$ cat config.mk
export PLATFORM = sky130hd
export DESIGN_NAME = mlp_layer_sequencer
export DESIGN_NICKNAME = d
export VERILOG_FILES = /design/src/rtl/mlp_layer_sequencer.sv
export SDC_FILE = /design/constraint.sdc
export NUM_CORES = 1
export LEC_CHECK = 0
export CAP_MARGIN = 10
export CORE_MARGIN = 4
export CORE_UTILIZATION = 52
export CTS_CLUSTER_DIAMETER = 60
export DETAILED_ROUTE_END_ITERATION = 7
export GPL_ROUTABILITY_DRIVEN = 0
export PLACE_DENSITY = 0.88
export SLEW_MARGIN = 20
export SYNTH_ARGS = -nofsm -noshare
export SYNTH_HDL_FRONTEND = slang
export SYNTH_SLANG_ARGS = --single-unit
$ cat constraint.sdc
create_clock -name pi_clk -period 4.91 [get_ports pi_clk]
set_input_delay 0.491 -clock pi_clk [delete_from_list [all_inputs] [get_ports pi_clk]]
set_output_delay 0.491 -clock pi_clk [all_outputs]
set_load 0.1 [all_outputs]
$ cat src/rtl/mlp_layer_sequencer.sv
// rtl/mlp_layer_sequencer.sv - three-layer sequencer for the 2-neuron MLP datapath
module mlp_layer_sequencer #(
   parameter int INP_AW = 14,
   parameter int REG_AW = 10,
   parameter int DW     = 16,
   parameter int MAX_IN = 784
) (
   input  logic              pi_clk,
   input  logic              pi_rst,
   input  logic              pi_start,
   input  logic [9:0]        pi_n_in,
   input  logic [9:0]        pi_n_h1,
   input  logic [9:0]        pi_n_h2,
   input  logic [9:0]        pi_n_out,
   input  logic [DW-1:0]     pi_doa_reg,
   output logic              po_busy,
   output logic              po_done,
   output logic              po_err,
   output logic              po_valid,
   output logic              po_clc_accumulator,
   output logic              po_accumulation_done,
   output logic              po_en_inp,
   output logic              po_we_inp,
   output logic [INP_AW-1:0] po_addra_inp,
   output logic [INP_AW-1:0] po_addrb_inp,
   output logic [DW-1:0]     po_di_inp,
   output logic              po_en_wei,
   output logic [INP_AW-1:0] po_addra_wei,
   output logic [INP_AW-1:0] po_addrb_wei,
   output logic              po_en_reg,
   output logic              po_we_reg,
   output logic [REG_AW-1:0] po_addra_reg,
   output logic [REG_AW-1:0] po_addrb_reg
);

   localparam logic [3:0] S_IDLE  = 4'd0;
   localparam logic [3:0] S_CLR   = 4'd1;
   localparam logic [3:0] S_RD    = 4'd2;
   localparam logic [3:0] S_VAL   = 4'd3;
   localparam logic [3:0] S_ACC1  = 4'd4;
   localparam logic [3:0] S_ACC2  = 4'd5;
   localparam logic [3:0] S_WR    = 4'd6;
   localparam logic [3:0] S_CP_RD = 4'd7;
   localparam logic [3:0] S_CP_W1 = 4'd8;
   localparam logic [3:0] S_CP_W2 = 4'd9;
   localparam logic [3:0] S_CP_WR = 4'd10;
   localparam logic [3:0] S_DONE  = 4'd11;

   localparam logic [9:0] MAX_IN_C = 10'(MAX_IN);

   logic [3:0]        state;
   logic [1:0]        layer;
   logic [9:0]        n_h2;
   logic [9:0]        n_out;
   logic [9:0]        pl;
   logic [9:0]        cl;
   logic [9:0]        j;
   logic [9:0]        k;
   logic [INP_AW-1:0] tot;
   logic [INP_AW-1:0] m;
   logic [INP_AW-1:0] n;
   logic [INP_AW-1:0] wbase;
   logic [INP_AW-1:0] cnt;
   logic [REG_AW-1:0] p;
   logic [DW-1:0]     cap;
   logic              err;

   logic              cfg_bad;
   logic [INP_AW-1:0] cfg_tot;
   logic [INP_AW-1:0] pl_x;
   logic [INP_AW-1:0] pl2_x;
   logic [INP_AW-1:0] cl_x;
   logic [INP_AW-1:0] k_x;
   logic              last_k;
   logic              last_j;
   logic              last_cnt;

   assign cfg_bad = (pi_n_in == 10'd0) || (pi_n_h1 == 10'd0) ||
                    (pi_n_h2 == 10'd0) || (pi_n_out == 10'd0) ||
                    pi_n_in[0] || pi_n_h1[0] || pi_n_h2[0] || pi_n_out[0] ||
                    (pi_n_in > MAX_IN_C);
   assign cfg_tot  = INP_AW'(pi_n_in) + INP_AW'(pi_n_h1) + INP_AW'(pi_n_h2) + INP_AW'(pi_n_out);
   assign pl_x     = INP_AW'(pl);
   assign pl2_x    = INP_AW'({pl, 1'b0});
   assign cl_x     = INP_AW'(cl);
   assign k_x      = INP_AW'(k);
   assign last_k   = (k == pl - 10'd1);
   assign last_j   = (j == (cl >> 1) - 10'd1);
   // n already points at the next layer's input base during the copy phase
   assign last_cnt = (cnt == n + cl_x - INP_AW'(1));

   assign po_busy = (state != S_IDLE);
   assign po_done = (state == S_DONE);
   assign po_err  = err;

   // Layer / neuron-pair / copy sequencing; wbase tracks M + 2*PL*j incrementally
   always_ff @(posedge pi_clk or posedge pi_rst) begin
      if (pi_rst) begin
         state <= S_IDLE;
         layer <= 2'd0;
         n_h2  <= 10'd0;
         n_out <= 10'd0;
         pl    <= 10'd0;
         cl    <= 10'd0;
         j     <= 10'd0;
         k     <= 10'd0;
         tot   <= '0;
         m     <= '0;
         n     <= '0;
         wbase <= '0;
         cnt   <= '0;
         p     <= '0;
         cap   <= '0;
         err   <= 1'b0;
      end else begin
         err <= 1'b0;
         case (state)
            S_IDLE: begin
               if (pi_start) begin
                  if (cfg_bad) begin
                     err <= 1'b1;
                  end else begin
                     n_h2  <= pi_n_h2;
                     n_out <= pi_n_out;
                     tot   <= cfg_tot;
                     layer <= 2'd0;
                     pl    <= pi_n_in;
                     cl    <= pi_n_h1;
                     m     <= '0;
                     n     <= '0;
                     wbase <= '0;
                     p     <= REG_AW'(pi_n_in);
                     j     <= 10'd0;
                     k     <= 10'd0;
                     state <= S_CLR;
                  end
               end
            end
            S_CLR: begin
               k     <= 10'd0;
               state <= S_RD;
            end
            S_RD: state <= S_VAL;
            S_VAL: begin
               if (last_k) begin
                  state <= S_ACC1;
               end else begin
                  k     <= k + 10'd1;
                  state <= S_RD;
               end
            end
            S_ACC1: state <= S_ACC2;
            S_ACC2: state <= S_WR;
            S_WR: begin
               p <= p + REG_AW'(2);
               if (last_j) begin
                  m     <= wbase + pl2_x;
                  n     <= n + pl_x;
                  cnt   <= n + pl_x;
                  state <= S_CP_RD;
               end else begin
                  j     <= j + 10'd1;
                  wbase <= wbase + pl2_x;
                  state <= S_CLR;
               end
            end
            S_CP_RD: state <= S_CP_W1;
            S_CP_W1: state <= S_CP_W2;
            S_CP_W2: begin
               cap   <= pi_doa_reg;
               state <= S_CP_WR;
            end
            S_CP_WR: begin
               if (!last_cnt) begin
                  cnt   <= cnt + INP_AW'(1);
                  state <= S_CP_RD;
               end else if (layer == 2'd2) begin
                  state <= S_DONE;
               end else begin
                  layer <= layer + 2'd1;
                  pl    <= cl;
                  cl    <= (layer == 2'd0) ? n_h2 : n_out;
                  j     <= 10'd0;
                  k     <= 10'd0;
                  wbase <= m;
                  state <= S_CLR;
               end
            end
            S_DONE: state <= S_IDLE;
            default: state <= S_IDLE;
         endcase
      end
   end

   // Strobe and address decode; everything is zero outside the states that drive it
   always_comb begin
      po_valid             = 1'b0;
      po_clc_accumulator   = 1'b0;
      po_accumulation_done = 1'b0;
      po_en_inp            = 1'b0;
      po_we_inp            = 1'b0;
      po_addra_inp         = '0;
      po_addrb_inp         = '0;
      po_di_inp            = '0;
      po_en_wei            = 1'b0;
      po_addra_wei         = '0;
      po_addrb_wei         = '0;
      po_en_reg            = 1'b0;
      po_we_reg            = 1'b0;
      po_addra_reg         = '0;
      po_addrb_reg         = '0;
      case (state)
         S_CLR: po_clc_accumulator = 1'b1;
         S_RD, S_VAL: begin
            po_en_inp    = (state == S_RD);
            po_en_wei    = (state == S_RD);
            po_valid     = (state == S_VAL);
            po_addra_inp = n + k_x;
            po_addrb_inp = n + k_x;
            po_addra_wei = wbase + k_x;
            po_addrb_wei = wbase + pl_x + k_x;
         end
         S_ACC1, S_ACC2: po_accumulation_done = 1'b1;
         S_WR: begin
            po_en_reg    = 1'b1;
            po_we_reg    = 1'b1;
            po_addra_reg = p;
            po_addrb_reg = p + REG_AW'(1);
         end
         S_CP_RD, S_CP_W1, S_CP_W2: begin
            po_en_reg    = 1'b1;
            po_addra_reg = REG_AW'(cnt);
            po_addrb_reg = REG_AW'(cnt);
         end
         S_CP_WR: begin
            po_en_inp    = 1'b1;
            po_we_inp    = 1'b1;
            po_addra_inp = cnt;
            po_addrb_inp = cnt + tot;
            po_di_inp    = cap;
         end
         default: ;
      endcase
   end

endmodule

# --- After elaboration in Yosys (flattened, before gate mapping) ---
# Cells that the tools add are included.
op_classes:
  add_sub_neg: 20
  order_cmp: 1
  eq_ne: 23
  n_reduce_logical: 32
  bitwise: 1
  muxes: 62
op_table:
  columns: ["cell", "n"]
  rows:
  - ["$mux W10", 15]
  - ["$mux W14", 10]
  - ["$pmux W14 S2", 5]
  - ["$pmux W10 S2", 5]
  - ["$add A14 B10 Y14", 6]
  - ["$pmux W4 S11", 1]
  - ["$pmux W14 S3", 1]
  - ["$logic_not A10 Y1", 4]
  - ["$pmux W10 S4", 1]
  - ["$add A10 B1 Y10 const B", 3]
  - ["$pmux W10 S3", 1]
  - ["$eq A10 B10 Y1", 2]
  - ["$eq A4 B3 Y1 const B", 4]
  - ["$eq A4 B4 Y1 const B", 4]
  - ["$mux W16", 1]
  - ["$mux W4", 4]
  - ["$ne A2 B2 Y1 const B", 8]
  - ["$add A14 B1 Y14 const B", 1]
  - ["$add A14 B11 Y14", 1]
  - ["$add A14 B14 Y14", 1]
  - ["$eq A14 B14 Y1", 1]
  - ["$sub A14 B1 Y14 const B", 1]
  - ["$add A12 B10 Y13", 1]
  - ["$add A11 B10 Y12", 1]
  - ["29 further kinds", 57]
word_totals:
  inputBits: 59
  out_inout_bits: 103
  elab_cells: 155
  regBits: 163

# --- Longest topological paths before layout ---
depth:
  word_depth: 12
  mapped_depth: 16
  ltp_nobuf: 14

# --- Worst setup path after synthesis ---
# Ideal clock, no wire load.
synth_timing:
  path_kind: "reg-to-output"
  from: "register k[1]"
  to: "output port po_addra_inp[13]"
  path_buffers: 0
  stages_incl_launch_ff: 11
  t_required_ns: 4.419
  setup_slack_ns: 0.143
  t_arrival_ns: 4.276
  path_cell_list: "dfrtp_1 > ha_1 > a21o_1 > a21o_1 > a211oi_1 > o21bai_1 > a31oi_1 > nor2_1 > o211ai_1 > xor2_1 > o21ai_0"
synth_via:
  elab_chain_cells: 2
synth_lines:
  columns: ["element", "line", "text"]
  rows:
  - ["from (decl)", "58", "logic [9:0] k;"]
  - ["from (signal assigned)", "148", "k <= k + 10'd1;"]
  - ["$add A14 B10 Y14", "218", "po_addra_inp = n + k_x;"]
  - ["$pmux W14 S2", "212", "case (state)"]
  - ["to (decl)", "24", "output logic [INP_AW-1:0] po_addra_inp,"]
# Every way passes these cells.

# --- Worst setup path after layout ---
layout_timing:
  from: "register k[1]"
  to: "output port po_addrb_wei[13]"
layout_via:
  elab_chain_cells: 2
layout_lines:
  columns: ["element", "line", "text"]
  rows:
  - ["$add A14 B10 Y14", "221", "po_addrb_wei = wbase + pl_x + k_x;"]
  - ["$mux W14", "212", null]
  - ["to (decl)", "29", "output logic [INP_AW-1:0] po_addrb_wei,"]
# Every way passes these cells.

==> results.sh <==
export IMPL_layout_min_cycle_time_ns=4.54
export IMPL_fin_tns_setup_ns=0
export IMPL_worstPathCellList="fa_1 -> ha_1 -> fa_1 -> a21o_1 -> a21oi_1 -> o21bai_1 -> a211o_1 -> a21oi_1 -> o21ai_0 -> nand3_1 -> xor2_1 -> nor2_1 -> buf_12"
export IMPL_max_stage_delay_ns=0.66
export IMPL_ant_nets=0
export IMPL_synth_seq_cells=161
export IMPL_grt_pass1_vias=13400
export IMPL_syn_cell_area_um2=13700
export IMPL_synth_nets=1850
export IMPL_fmax_mhz=220
export IMPL_drcViolationCount=0
export IMPL_synth_edf_count=0
export IMPL_cts_tree="done"
export IMPL_antenna_cells=0
export IMPL_synth_main_ff_cell="dfrtp_1"
export IMPL_die_h_um=170
export IMPL_dr_pass1_iters=6
export IMPL_use_met1_pct=36.2
export IMPL_cts_buffers=17
export IMPL_fin_worst_skew_ns=0.0142
export IMPL_maxCapViolCount=0
export IMPL_reg2regPathDepth=14
export IMPL_finalHoldViolCount=0
export IMPL_cts_root_buf="clkbuf_16"
export IMPL_fill_cells=2081
export IMPL_synthArstFlopShare_pct=100
export IMPL_endpoint_kind="output port"
export IMPL_dr_total_vias=13300
export IMPL_cts_resized=0
export IMPL_fin_crit_sh_pct=92.5
export IMPL_final_util_pct=61.9
export IMPL_clk_path_buf_depth=2
export IMPL_start_util_pct=52.7
export IMPL_cts_setup_buffers=0
export IMPL_vias_per_cell=6.26
export IMPL_arrival_ns=4.05
export IMPL_drive_gt1_share_pct=10.0
export IMPL_grt_util_all_layers_pct=29.2
export IMPL_relSlewSlack_pct=30.2
export IMPL_htreeDepth=4
export IMPL_nNetsFinal=1983
export IMPL_drt_iter0_markers=1426
export IMPL_syn_area_per_cell_um2=8.32
export IMPL_whs_path_depth=2
export IMPL_crit_type="flip-flop to output port"
export IMPL_rows=59
export IMPL_grt_busiest_layer="met2"
export IMPL_detailed_place_hpwl_um=31300
export IMPL_synthCells=1647
export IMPL_antenna_found_initial=0
export IMPL_tightestPinTransition_ns=1.04
export IMPL_rsz0062_at_grt="no"
export IMPL_wl_per_cell_um=19.9
export IMPL_core_area_um2=26000
export IMPL_ys_seq_area_share_pct=29.4
export IMPL_cp_max_fo=10
export IMPL_path_clk_slew_ns=0.07
export IMPL_setup_viol=0
export IMPL_syn_to_final_growth_pct=17.4
export IMPL_wl_um=42400
export IMPL_yosysWarningCount=0
export IMPL_crit_path_start_kind="flip-flop"
export IMPL_insertion_delay_ns=0.45
export IMPL_clock_sinks=161
export IMPL_synth_cell_types=81
export IMPL_die_x_um=170
export IMPL_hold_class="flip-flop to flip-flop"
export IMPL_seqCellArea_um2=4030
export IMPL_multiInputGateArea_um2=9100
export IMPL_status="complete, no violations"
export IMPL_maxSlewViolCount=0
export IMPL_crit_required_ns=4.42
export IMPL_grt_use_met2_pct=47.3
export IMPL_cts_hold_buf=0
export IMPL_ios=162
export IMPL_met3_usage_pct=5.83
export IMPL_grt_max_degree=97
export IMPL_overflow=0
export IMPL_grt_pass1_wl_um=68000
export IMPL_slowest_stage="dfrtp_1"
export IMPL_die_area_um2=29000
export IMPL_io_buffers=161
[layer usage]
metal  wire, µm  share of wire, %  up-vias
met5          0                 0        -
met4       2530               6.0        0
met3       4390                10      186
met2      19400                46      803
met1      16100                38     6272
li1           -                 -     6063
[metrics by stage]
step	instances	area [µm²]	hold WS, ns	worst slack [ns]
final	2128	16100	0.470	0.368
after global routing	2128	16100	0.497	0.128
after CTS	2128	16100	0.472	0.375
after detailed placement	2096	15500	0.456	0.626
after global placement	2096	15500	0.449	0.800
after floorplan	1647	13700	0.438	0.0707
[area by class of cell]
cell class | instances | share of cell area [%]
multi-input combinational | 1334 | 56.5
tap | 335 | 2.60
sequential | 161 | 25.0
inverter | 81 | 1.92
timing repair buffer | 185 | 10.2
clock inverter | 14 | 1.03
clock buffer | 18 | 2.73
[state kept, by name (all words and copies together), names as in the netlist]
register  cells
state         4
n            14
wbase        14
n_out        10
cnt          14
j            10
p            10
cl           10
cap          16
po_err        1
k            10
tot          12
layer         2
m            14
n_h2         10
pl           10
[critical path, delay by kind of cell (launching register included)]
| kind | cells | cell delay (ns) |
|---|---|---|
| and+or+nand+nor | 2 | 0.32 |
| xor gates and xnor gates | 1 | 0.08 |
| AOI/OAI and AO/OA | 6 | 1.19 |
| buffers and inverters | 1 | 0.20 |
| DFF | 1 | 0.66 |
| adders and majority gates | 3 | 1.17 |
[synth_stat cells (all sizes together) (5+ instances only)]
cell type | instances | share of area [%]
buf | 21 | 0.81
o21bai | 15 | 0.82
a211o | 6 | 0.38
o21a | 7 | 0.38
nand2 | 261 | 7.1
inv | 81 | 2.2
nor2 | 129 | 3.6
dfrtp | 161 | 29
xnor2 | 69 | 4.5
o31ai | 12 | 0.66
clkbuf | 50 | 1.4
fa | 37 | 5.4
nor4 | 6 | 0.43
mux2 | 20 | 1.6
o211ai | 12 | 0.76
and2 | 23 | 1.0
a21boi | 5 | 0.36
nand2b | 7 | 0.32
nand4 | 9 | 0.41
a211oi | 18 | 1.0
or3 | 8 | 0.37
nor2b | 9 | 0.41
xor2 | 55 | 3.5
a31oi | 22 | 1.0
nor3 | 18 | 0.69
o21ai | 164 | 6.0
ha | 107 | 9.8
nand3 | 55 | 2.0
a22o | 7 | 0.45
a21o | 32 | 1.8
o41ai | 5 | 0.32
and3 | 26 | 1.2
mux2i | 23 | 1.7
a21oi | 102 | 3.8
o22ai | 7 | 0.32
[cells by family (layout without fill, tap and decap cells)]
family / count (synthesis) / after routing / share of synthesized area (%)
compound gates: 449 / 449 / 20.4
buf+inv: 152 / 298 / 4.40
xor+xnor: 125 / 125 / 8.14
mux: 43 / 43 / 3.32
flops: 161 / 161 / 29.4
simple gates: 573 / 573 / 19.2
fa+ha+maj: 144 / 144 / 15.2
[cell usage in the layout, fill, tap and decap left out, types with 5 or more instances in the layout]
master           netlist  layout
fa_1                  37      37
nand2b_1               7       7
a31oi_1               22      22
o21ai_1               25      24
a22o_1                 7       7
xnor2_1               68      68
ha_1                 107     107
o211ai_1              11      11
a21o_1                32      32
nand3_1               55      54
or3_1                  8       8
a21oi_1              100     100
o21ai_0              139     139
nor3_1                17      17
a211o_1                6       6
nand4_1                9       9
mux2_2                20      20
o21a_1                 7       7
nor2b_1                9       9
inv_1                 81      79
buf_4                  3      98
clkdlybuf4s50_1        0      84
o22ai_1                7       7
a211oi_1              17      17
nand2_1              261     261
o41ai_1                5       5
o21bai_1              15      15
nor2_1               128     128
clkbuf_16              0      17
mux2i_1               23      23
and2_1                23      23
o31ai_1               12      12
xor2_1                55      55
and3_1                26      26
inv_6                  0       7
dfrtp_1              161     161
[worst paths after layout]
path,startpoint,endpoint,slack (ns)
min reg2reg,n_out[3]$_DFFE_PP0P_,n_out[3]$_DFFE_PP0P_,0.47
max in group asynchronous,pi_rst,k[0]$_DFFE_PP0P_,3.28
min,n_out[3]$_DFFE_PP0P_,n_out[3]$_DFFE_PP0P_,0.47
min in group asynchronous,pi_rst,k[3]$_DFFE_PP0P_,0.61
max reg2reg,n[1]$_DFFE_PP0P_,cl[0]$_DFFE_PP0P_,0.57
max,k[1]$_DFFE_PP0P_,po_addrb_wei[13],0.37
Power is not shown: default switching activity piles up to over one toggle a cycle in this logic, so the estimate is an artifact.
